==> src/rtl/uart_arb_pkg.sv <==
// uart_arb_pkg
//    Shared definitions for the UART transmit arbiter: FSM state encoding,
//    the default packet terminator and counter widths. It also holds a helper
//    that sizes the grant index.
//    There are no ports. The package is imported by uart_tx_arbiter and rr_pick.
package uart_arb_pkg;

   typedef enum logic {
      ST_IDLE  = 1'b0,
      ST_GRANT = 1'b1
   } arb_state_t;

   localparam logic [7:0] LOCK_CHAR_DEFAULT = 8'h0A;
   localparam int BURST_W = 8;
   localparam int IDLE_W  = 16;

   // Width of a requester index. It is never narrower than one bit.
   function automatic int id_width(input int n);
      return (n > 1) ? $clog2(n) : 1;
   endfunction

endpackage

==> src/rtl/uart_tx_arbiter_rr_pick.sv <==
// rr_pick
//    Combinational round-robin picker. It finds the first set bit of req,
//    starting at index ptr and wrapping back to index 0.
// Ports
//    req    in   N   request vector
//    ptr    in   W   index where the search starts (must be < N)
//    gnt    out  N   one-hot copy of the chosen request
//    idx    out  W   index of the chosen request
//    found  out  1   at least one request was present
module rr_pick
   import uart_arb_pkg::*;
#(
   parameter int N = 2,
   parameter int W = 1
) (
   input  logic [N-1:0] req,
   input  logic [W-1:0] ptr,
   output logic [N-1:0] gnt,
   output logic [W-1:0] idx,
   output logic         found
);

   // Walk the requesters in rotation order from ptr and keep only the first hit.
   always_comb begin
      int cand;
      gnt   = '0;
      idx   = '0;
      found = 1'b0;
      cand  = 0;
      for (int k = 0; k < N; k++) begin
         cand = int'(ptr) + k;
         if (cand >= N) begin
            cand = cand - N;
         end
         if (!found && req[cand]) begin
            found     = 1'b1;
            idx       = W'(cand);
            gnt[cand] = 1'b1;
         end
      end
   end

endmodule

==> src/rtl/uart_tx_arbiter.sv <==
// uart_tx_arbiter
//    Shares one UART transmitter between NUM_REQ byte-stream requesters.
//    Grants rotate round-robin. While a requester owns the transmitter, its
//    valid/data/ready signals pass straight through to the UART with no added
//    latency.
//
//    Build option UART_ARB_PKT_LOCK_EN:
//       defined   - The owner keeps the grant until one of these happens: it
//                   sends LOCK_CHAR, it reaches BURST_MAX bytes, or its valid
//                   stays low for IDLE_TIMEOUT cycles.
//       undefined - Arbitration happens per byte. Every transfer releases the
//                   grant, and so does any cycle where the owner's valid is low.
// Ports
//    clk        in   1            system clock
//    rst        in   1            synchronous, active-high reset
//    req_valid  in   NUM_REQ      requester i offers req_data[8*i+:8]
//    req_data   in   8*NUM_REQ    packed requester bytes
//    req_ready  out  NUM_REQ      requester i's byte is taken when valid&ready
//    tx_data    out  8            byte to the UART (0 when tx_valid is low)
//    tx_valid   out  1            tx_data is valid
//    tx_ready   in   1            UART can accept a byte
//    grant_id   out  id_width     current owner, 0 when idle
//    busy       out  1            a requester owns the transmitter
module uart_tx_arbiter
   import uart_arb_pkg::*;
#(
   parameter int         NUM_REQ      = 2,
   parameter int         BURST_MAX    = 16,
   parameter int         IDLE_TIMEOUT = 64,
   parameter logic [7:0] LOCK_CHAR    = LOCK_CHAR_DEFAULT
) (
   input  logic                            clk,
   input  logic                            rst,
   input  logic [NUM_REQ-1:0]              req_valid,
   input  logic [8*NUM_REQ-1:0]            req_data,
   output logic [NUM_REQ-1:0]              req_ready,
   output logic [7:0]                      tx_data,
   output logic                            tx_valid,
   input  logic                            tx_ready,
   output logic [id_width(NUM_REQ)-1:0]    grant_id,
   output logic                            busy
);

   localparam int GID_W = id_width(NUM_REQ);

`ifdef UART_ARB_PKT_LOCK_EN
   localparam int EFF_BURST   = BURST_MAX;
   localparam int EFF_IDLE    = IDLE_TIMEOUT;
   localparam bit LOCK_CHK_EN = 1'b1;
`else
   localparam int EFF_BURST   = 1;
   localparam int EFF_IDLE    = 1;
   localparam bit LOCK_CHK_EN = 1'b0;
`endif

   arb_state_t           state;
   logic [GID_W-1:0]     owner;
   logic [NUM_REQ-1:0]   owner_oh;
   logic [GID_W-1:0]     rr_ptr;
   logic [BURST_W-1:0]   burst_cnt;
   logic [IDLE_W-1:0]    idle_cnt;

   logic [NUM_REQ-1:0]   pick_gnt;
   logic [GID_W-1:0]     pick_idx;
   logic                 pick_found;

   logic                 owner_valid;
   logic [7:0]           owner_byte;
   logic                 hs;
   logic [BURST_W:0]     burst_next;
   logic [IDLE_W:0]      idle_next;
   logic                 release_now;
   logic [GID_W-1:0]     next_ptr;

   rr_pick #(
      .N (NUM_REQ),
      .W (GID_W)
   ) u_pick (
      .req   (req_valid),
      .ptr   (rr_ptr),
      .gnt   (pick_gnt),
      .idx   (pick_idx),
      .found (pick_found)
   );

   // Owner pass-through. Nothing reaches the UART in IDLE. The data bus is
   // forced to 0 whenever the byte is not valid.
   always_comb begin
      owner_valid = req_valid[owner];
      owner_byte  = req_data[{owner, 3'b000} +: 8];
      tx_valid    = 1'b0;
      tx_data     = 8'h00;
      req_ready   = '0;
      if (state == ST_GRANT) begin
         tx_valid  = owner_valid;
         tx_data   = owner_valid ? owner_byte : 8'h00;
         req_ready = owner_oh & {NUM_REQ{tx_ready}};
      end
   end

   // Release decision for the current grant. A byte transferred in the release
   // cycle is still delivered, because the handshake is combinational.
   always_comb begin
      hs          = tx_valid & tx_ready;
      burst_next  = {1'b0, burst_cnt} + {{BURST_W{1'b0}}, 1'b1};
      idle_next   = {1'b0, idle_cnt} + {{IDLE_W{1'b0}}, 1'b1};
      release_now = 1'b0;
      if (state == ST_GRANT) begin
         if (hs && LOCK_CHK_EN && (tx_data == LOCK_CHAR)) begin
            release_now = 1'b1;
         end
         if (hs && (burst_next == (BURST_W+1)'(EFF_BURST))) begin
            release_now = 1'b1;
         end
         if (!owner_valid && (idle_next == (IDLE_W+1)'(EFF_IDLE))) begin
            release_now = 1'b1;
         end
      end
      next_ptr = (owner == GID_W'(NUM_REQ - 1)) ? '0 : owner + 1'b1;
   end

   // Arbitration FSM. The counters track the current grant only and restart
   // on every new grant.
   always_ff @(posedge clk) begin
      if (rst) begin
         state     <= ST_IDLE;
         owner     <= '0;
         owner_oh  <= '0;
         rr_ptr    <= '0;
         burst_cnt <= '0;
         idle_cnt  <= '0;
         grant_id  <= '0;
         busy      <= 1'b0;
      end else begin
         case (state)
            ST_IDLE: begin
               if (pick_found) begin
                  state     <= ST_GRANT;
                  owner     <= pick_idx;
                  owner_oh  <= pick_gnt;
                  grant_id  <= pick_idx;
                  busy      <= 1'b1;
                  burst_cnt <= '0;
                  idle_cnt  <= '0;
               end
            end
            ST_GRANT: begin
               if (release_now) begin
                  state     <= ST_IDLE;
                  rr_ptr    <= next_ptr;
                  owner_oh  <= '0;
                  burst_cnt <= '0;
                  idle_cnt  <= '0;
                  grant_id  <= '0;
                  busy      <= 1'b0;
               end else begin
                  if (hs && (burst_cnt != BURST_W'(EFF_BURST))) begin
                     burst_cnt <= burst_cnt + 1'b1;
                  end
                  idle_cnt <= owner_valid ? '0 : idle_cnt + 1'b1;
               end
            end
            default: state <= ST_IDLE;
         endcase
      end
   end

endmodule

==> config.mk <==
export PLATFORM = sky130hd
export DESIGN_NAME = uart_tx_arbiter
export DESIGN_NICKNAME = d
export VERILOG_FILES = /design/src/rtl/uart_arb_pkg.sv /design/src/rtl/uart_tx_arbiter_rr_pick.sv /design/src/rtl/uart_tx_arbiter.sv
export SDC_FILE = /design/constraint.sdc
export NUM_CORES = 1
export LEC_CHECK = 0
export CAP_MARGIN = 30
export CORE_MARGIN = 8
export CORE_UTILIZATION = 33
export CTS_CLUSTER_SIZE = 25
export DETAILED_ROUTE_END_ITERATION = 8
export REMOVE_ABC_BUFFERS = 1
export SYNTH_ARGS = -nofsm -noshare
export SYNTH_HDL_FRONTEND = slang
export SYNTH_SLANG_ARGS = --single-unit
export TNS_END_PERCENT = 5
==> constraint.sdc <==
create_clock -name clk -period 2.8 [get_ports clk]
set_clock_uncertainty 0.05 [all_clocks]
set_input_delay 0.56 -clock clk [delete_from_list [all_inputs] [get_ports clk]]
set_output_delay 0.56 -clock clk [all_outputs]
set_load 0.02 [all_outputs]
==> Yosys cells after proc, flatten, opt, wreduce, memory -nomap -nowiden <==
Cells that the tools add are included.
{ "classes": {"n_shift": 1, "muxes": 47, "n_eq_ne": 6, "addsub": 8, "n_reduce_logical": 12, "bitwise_logic": 4, "magnitude_cmp": 7} }
{ "ops": {"columns": ["operator", "count"], "rows": [
  ["$ge 32x1->1 const B", 2],
  ["$lt 32x3->1 const B", 2],
  ["$mux 32", 2],
  ["$mux 16", 3],
  ["$mux 8", 5],
  ["$ge 32x3->1 const B", 1],
  ["$pmux 16 s2", 1],
  ["$sub 32x3->32 const B", 1],
  ["$mux 1", 24],
  ["$add 16x1->17 const B", 1],
  ["$eq 17x1->1 const B", 1],
  ["$add 16x1->16 const B", 1],
  ["$pmux 8 s2", 1],
  ["$shiftx 16x5->8", 1],
  ["$mux 2", 5],
  ["$add 8x1->9 const B", 1],
  ["$eq 9x1->1 const B", 1],
  ["$add 8x1->8 const B", 1],
  ["$ne 8x1->1 const B", 1],
  ["$reduce_and 2->1", 4],
  ["$logic_and 1x1->1", 6],
  ["$pmux 1 s2", 3],
  ["$pmux 2 s2", 1],
  ["$ne 3x1->1 const B", 1],
  ["other kinds (13)", 15]
]} }
{ "totals": {"ff_bits": 31, "elab_cells": 93, "out_inout_bits": 13, "input_bits": 21} }

==> Longest topological paths before layout <==
{ "depth": {"word_depth": 11, "ltp_mapped": 8, "ltp_nobuf": 8} }

==> Cells and area by module <==
Synthesis repeated with hierarchy kept, for this count alone.
{ "unflattened": {"cells_unflattened": 288, "hier_area_um2": 2214.6} }
{ "modules_own_cells": {"columns": ["module", "cells_each", "instances", "area_each_um2", "seq_area_each_um2"], "rows": [
  ["uart_tx_arbiter", 283, 1, 2182.1, 620.6],
  ["rr_pick", 5, 1, 32.5, 0.0]
]} }

==> Worst setup path after synthesis <==
Ideal clock, no wire load.
{ "synth_timing": {"path_type": "reg2reg", "from": "reg idle_cnt[1]", "to": "reg rr_ptr", "path_stages_with_launch": 9, "path_slack_ns": 0.401, "t_required_ns": 2.629, "arrival_time_ns": 2.227, "n_path_buf": 1, "cell_sequence": "dfxtp_1 -> ha_1 -> buf_4 -> nand4_2 -> or4_1 -> a21oi_2 -> o2111ai_4 -> o21ai_2 -> mux2_4"} }
{ "synth_between": {"elab_chain_cells": 6} }
{ "synth_rtl": {"columns": ["item", "line", "text"], "rows": [
  ["from (decl)", "uart_tx_arbiter.sv:61", "logic [IDLE_W-1:0] idle_cnt;"],
  ["from (signal assigned)", "uart_tx_arbiter.sv:160", "idle_cnt <= owner_valid ? '0 : idle_cnt + 1'b1;"],
  ["$add 16x1->17", "uart_tx_arbiter.sv:106", "idle_next = {1'b0, idle_cnt} + {{IDLE_W{1'b0}}, 1'b1};"],
  ["$eq 17x1->1", "uart_tx_arbiter.sv:115", "if (!owner_valid && (idle_next == (IDLE_W+1)'(EFF_IDLE))) begin"],
  ["$logic_and 1x1->1", "uart_tx_arbiter.sv:115", null],
  ["$mux 1", "uart_tx_arbiter.sv:115", null],
  ["$mux 1", "uart_tx_arbiter.sv:108", "if (state == ST_GRANT) begin"],
  ["$reduce_and 2->1 (no source line)", null, null],
  ["to (signal assigned)", "uart_tx_arbiter.sv:150", "rr_ptr <= next_ptr;"],
  ["to (decl)", "uart_tx_arbiter.sv:59", "logic [GID_W-1:0] rr_ptr;"]
]} }
No other way between the ends.
A chain may end at the register's enable or synchronous reset.

==> Worst setup path after layout <==
{ "layout_timing": {"from": "in req_valid[0]", "to": "out tx_valid"} }
{ "layout_between": {"elab_chain_cells": 3} }
{ "layout_rtl": {"columns": ["item", "line", "text"], "rows": [
  ["from (decl)", "uart_tx_arbiter.sv:34", "input logic [NUM_REQ-1:0] req_valid,"],
  ["$mux 1 (implied by the code) (2 in series)", "uart_tx_arbiter.sv:89", "owner_valid = req_valid[owner];"],
  ["$mux 1", "uart_tx_arbiter.sv:94", "if (state == ST_GRANT) begin"],
  ["to (decl)", "uart_tx_arbiter.sv:38", "output logic tx_valid,"]
]} }
No other way between the ends. The select of a mux whose other input is x is not followed.

==> metrics.md <==
| Metric | Value |
|---|---|
| Post-layout util | 0.4247 |
| Worst hold path stage count | 2 |
| Antenna violations before repair | 0 |
| First-pass GRT wire length | 10470 µm |
| Most common cell in the netlist | nand2_1 |
| Synth area leaders | dfxtp_1, nand2_1, mux2i_1 |
| Worst path required time | 2.19 ns |
| Number of synthesized flops with an enable pin | 0 |
| Worst VDD drop | 142.6 µV |
| Synthesized area | 2331 µm² |
| Post-synth top flop | dfxtp_1 |
| First-pass iteration count of the detailed router | 4 |
| Sequential cell area fraction in the yosys report | 0.2662 |
| Area added between synthesis and finish | 24.48% |
| Worst Hold Class | reg -> reg |
| Fin crit period | 2.658 ns |
| Final Hold Viols | 0 |
| Total track usage | 0.1257 |
| Worst Setup Path Type | in -> out |
| Synthesis-stage register bit count | 31 |
| DP Wirelength | 4558 µm |
| Yosys warns | 0 |
| Chip width | 100.0 µm |
| Synth top area share | 0.2662 |
| WL/cell | 13.86 µm |
| Post-Synthesis Cells | 293 |
| Diode count | 0 |
| Clock Sinks | 31 |
| GPL Wtd Cong | 0.8447 |
| Final Routed Wirelength | 5958 µm |
| Leak Pwr | 1.023 nW |
| Die Height | 100.0 µm |
| DR DRC count | 0 |
| Core Region | 6832 µm² |
| DRT iter0 DRCs | 82 |
| Worst reg2reg startpoint | idle_cnt[1]$_SDFFE_PP0P_ |
| Vias in the first global route | 2151 |
| Worst path max stage delay | 0.54 ns |
| Buf+Inv Stages, Crit Path | 3 |
| Peak Freq | 376.3 MHz |
| HP Start | busy$_SDFFE_PP0P_ |
| Worst rel slew slack | 0.6712 |
| Post-route clock period utilization | 0.9492 |
| Pin count of the biggest net entering global routing | 18 |
| Endpoint, Worst Hold | busy$_SDFFE_PP0P_ |
| Cts bufs inserted | 5 |
| CP Cell Sequence | clkdlybuf4s50_1 > mux2_2 > nand2_2 > inv_1 > clkdlybuf4s50_1 |
| Top-Level Pins | 34 |
| Cell family with the largest share of critical-path delay | buffers and inverters |
| Total of max-cap violations | 0 |
| Post-DRT Antenna Nets | 0 |
| H-tree level count | 2 |
| Tot Pwr | 1.134 mW |
| Netlist cell types | 63 |
| Nets@finish | 359 |
| Effective utilization at floorplan | 0.3412 |
| Unrepaired setup endpoints after global routing | false |
| CTS tree | done |
| Clock buffer depth | 2 |
| Least-Margin Pin Slew | 0.4886 ns |
| Vias per cell | 5.258 |
| Clk_lat worst skew | 0.28 ns |
| Final setup viols | 0 |
| Post-synth top cells | nand2_1, dfxtp_1, nor2_1, a21oi_1 |
| R2R Path End | rr_ptr$_SDFFE_PP0P_ |
| Die area | 10010 µm² |
| Vias | 2261 |
| Post-CTS setup buffer count | 0 |
| Hold buffers post-CTS | 0 |
| Share of cells above drive strength 1 | 0.1557 |
| Status | complete, no violations |
| Slowest stage cell on the critical path | clkdlybuf4s50_1 |
| Reg2Reg Depth | 7 |
| Crit end category | output pin |
| R2R Setup Slk | 0.27 ns |
| Reg clk slew, reported paths | 0.07 ns |
| Fillers | 717 |
| Clk root buf | clkbuf_8 |
| Worst EP arrival | 2.05 ns |
| Total grt overflow | 0 |
| Fin. max-slew vios | 0 |
| Area leader, netlist | dfxtp_1 |
| IO Port Bufs | 33 |
| Crit Path Max Fanout | 10 |
| CP dominant cell by count | clkdlybuf4s50_1 |
| Startpoint types | primary input |
| Synth async-reset ratio | 0 |
| Site Rows | 30 |
| Power Dens Cells | 390.8 nW/µm² |
| Syn_area_per_cell | 7.956 µm² |
[registers in the layout, indices dropped and copies added (netlist names)]
register	count
grant_id	1
rr_ptr	1
owner_oh	2
busy	1
idle_cnt	16
burst_cnt	8
owner	1
state	1
[how the worst max path moves through the flow]
stage	cells after the start	slack [ns]	start	to
finish	5	0.14	req_valid[0]	tx_valid
global placement	5	-0.0009	req_valid[1]	tx_data[3]
CTS	5	0.03	req_valid[1]	tx_valid
floorplan	7	0.37	idle_cnt[1]$_SDFFE_PP0P_	rr_ptr$_SDFFE_PP0P_
global route	5	0.03	req_valid[0]	tx_valid
detailed placement	5	-0.02	req_valid[1]	tx_data[5]
[per-stage QoR]
step                      setup slack (ns)  instances  instance area [µm²]  setup TNS (ns)  hold WS [ns]
after floorplan                     0.3701        274                 2216               0        0.4255
after global placement          -0.0009008        422                 2809      -0.0009008        0.4269
after detailed placement          -0.01748        422                 2809        -0.04309        0.4251
after CTS                          0.03252        430                 2899               0        0.4467
after global routing               0.02853        430                 2902               0        0.4777
final                               0.1423        430                 2902               0        0.4454
[cells in the final DEF (no fill, tap or decap), drive strengths merged, types with 11 or more instances in the layout]
cell            n
dfxtp          31
nand2          34
mux2i          11
o21ai          19
clkdlybuf4s50  25
nor2           27
nand3          16
a21oi          18
inv            14
buf            19
[worst register-to-register path, stage by stage (launching register included)]
cell	delay (ns)
dfxtp_1	0.42
ha_1	0.21
nand4_2	0.20
o41ai_1	0.52
and3_4	0.27
o2111ai_4	0.21
o21ai_2	0.24
mux2_4	0.31
[kinds of logic (layout without fill, tap and decap cells)]
family,after synthesis,count (layout),synth area share
muxes,13,13,0.05851
adders and majority gates,5,5,0.02684
DFF,31,31,0.2662
and+or+nand+nor,130,130,0.3001
buffers and inverters,33,74,0.07192
xor gates and xnor gates,9,9,0.03382
AOI/OAI and AO/OA,72,72,0.2426
[report_power, final]
group	switching, mW	total [mW]	internal, mW
clock network	0.178	0.403	0.225
logic	0.132	0.247	0.115
registers	0.0250	0.484	0.459
[what timing repair did]
item | in CTS | in global routing
endpoints found under the setup margin | 8 | 1
pin swaps | 0 | 0
endpoints found under the hold margin | 0 | 0
gates resized for setup | 8 | 1
[cell type report]
type                       count  area (µm²)  area share
inverter                      14       52.55     0.01811
multi-input combinational    229        1545      0.5326
timing repair buffer          52       462.9      0.1596
tap                           96       120.1     0.04140
clock buffer                   8       100.1     0.03450
sequential                    31       620.6      0.2139
[per-layer routing]
| layer | GRT usage | vias to the layer above | part of all wire |
|---|---|---|---|
| li1 | - | 1162 | - |
| met1 | 0.1600 | 1027 | 0.47 |
| met2 | 0.1981 | 66 | 0.46 |
| met3 | 0.03114 | 6 | 0.056 |
| met4 | 0.04884 | 0 | 0.014 |
| met5 | 0 | - | 0 |
Note: power is estimated with default switching activity, not from simulation.
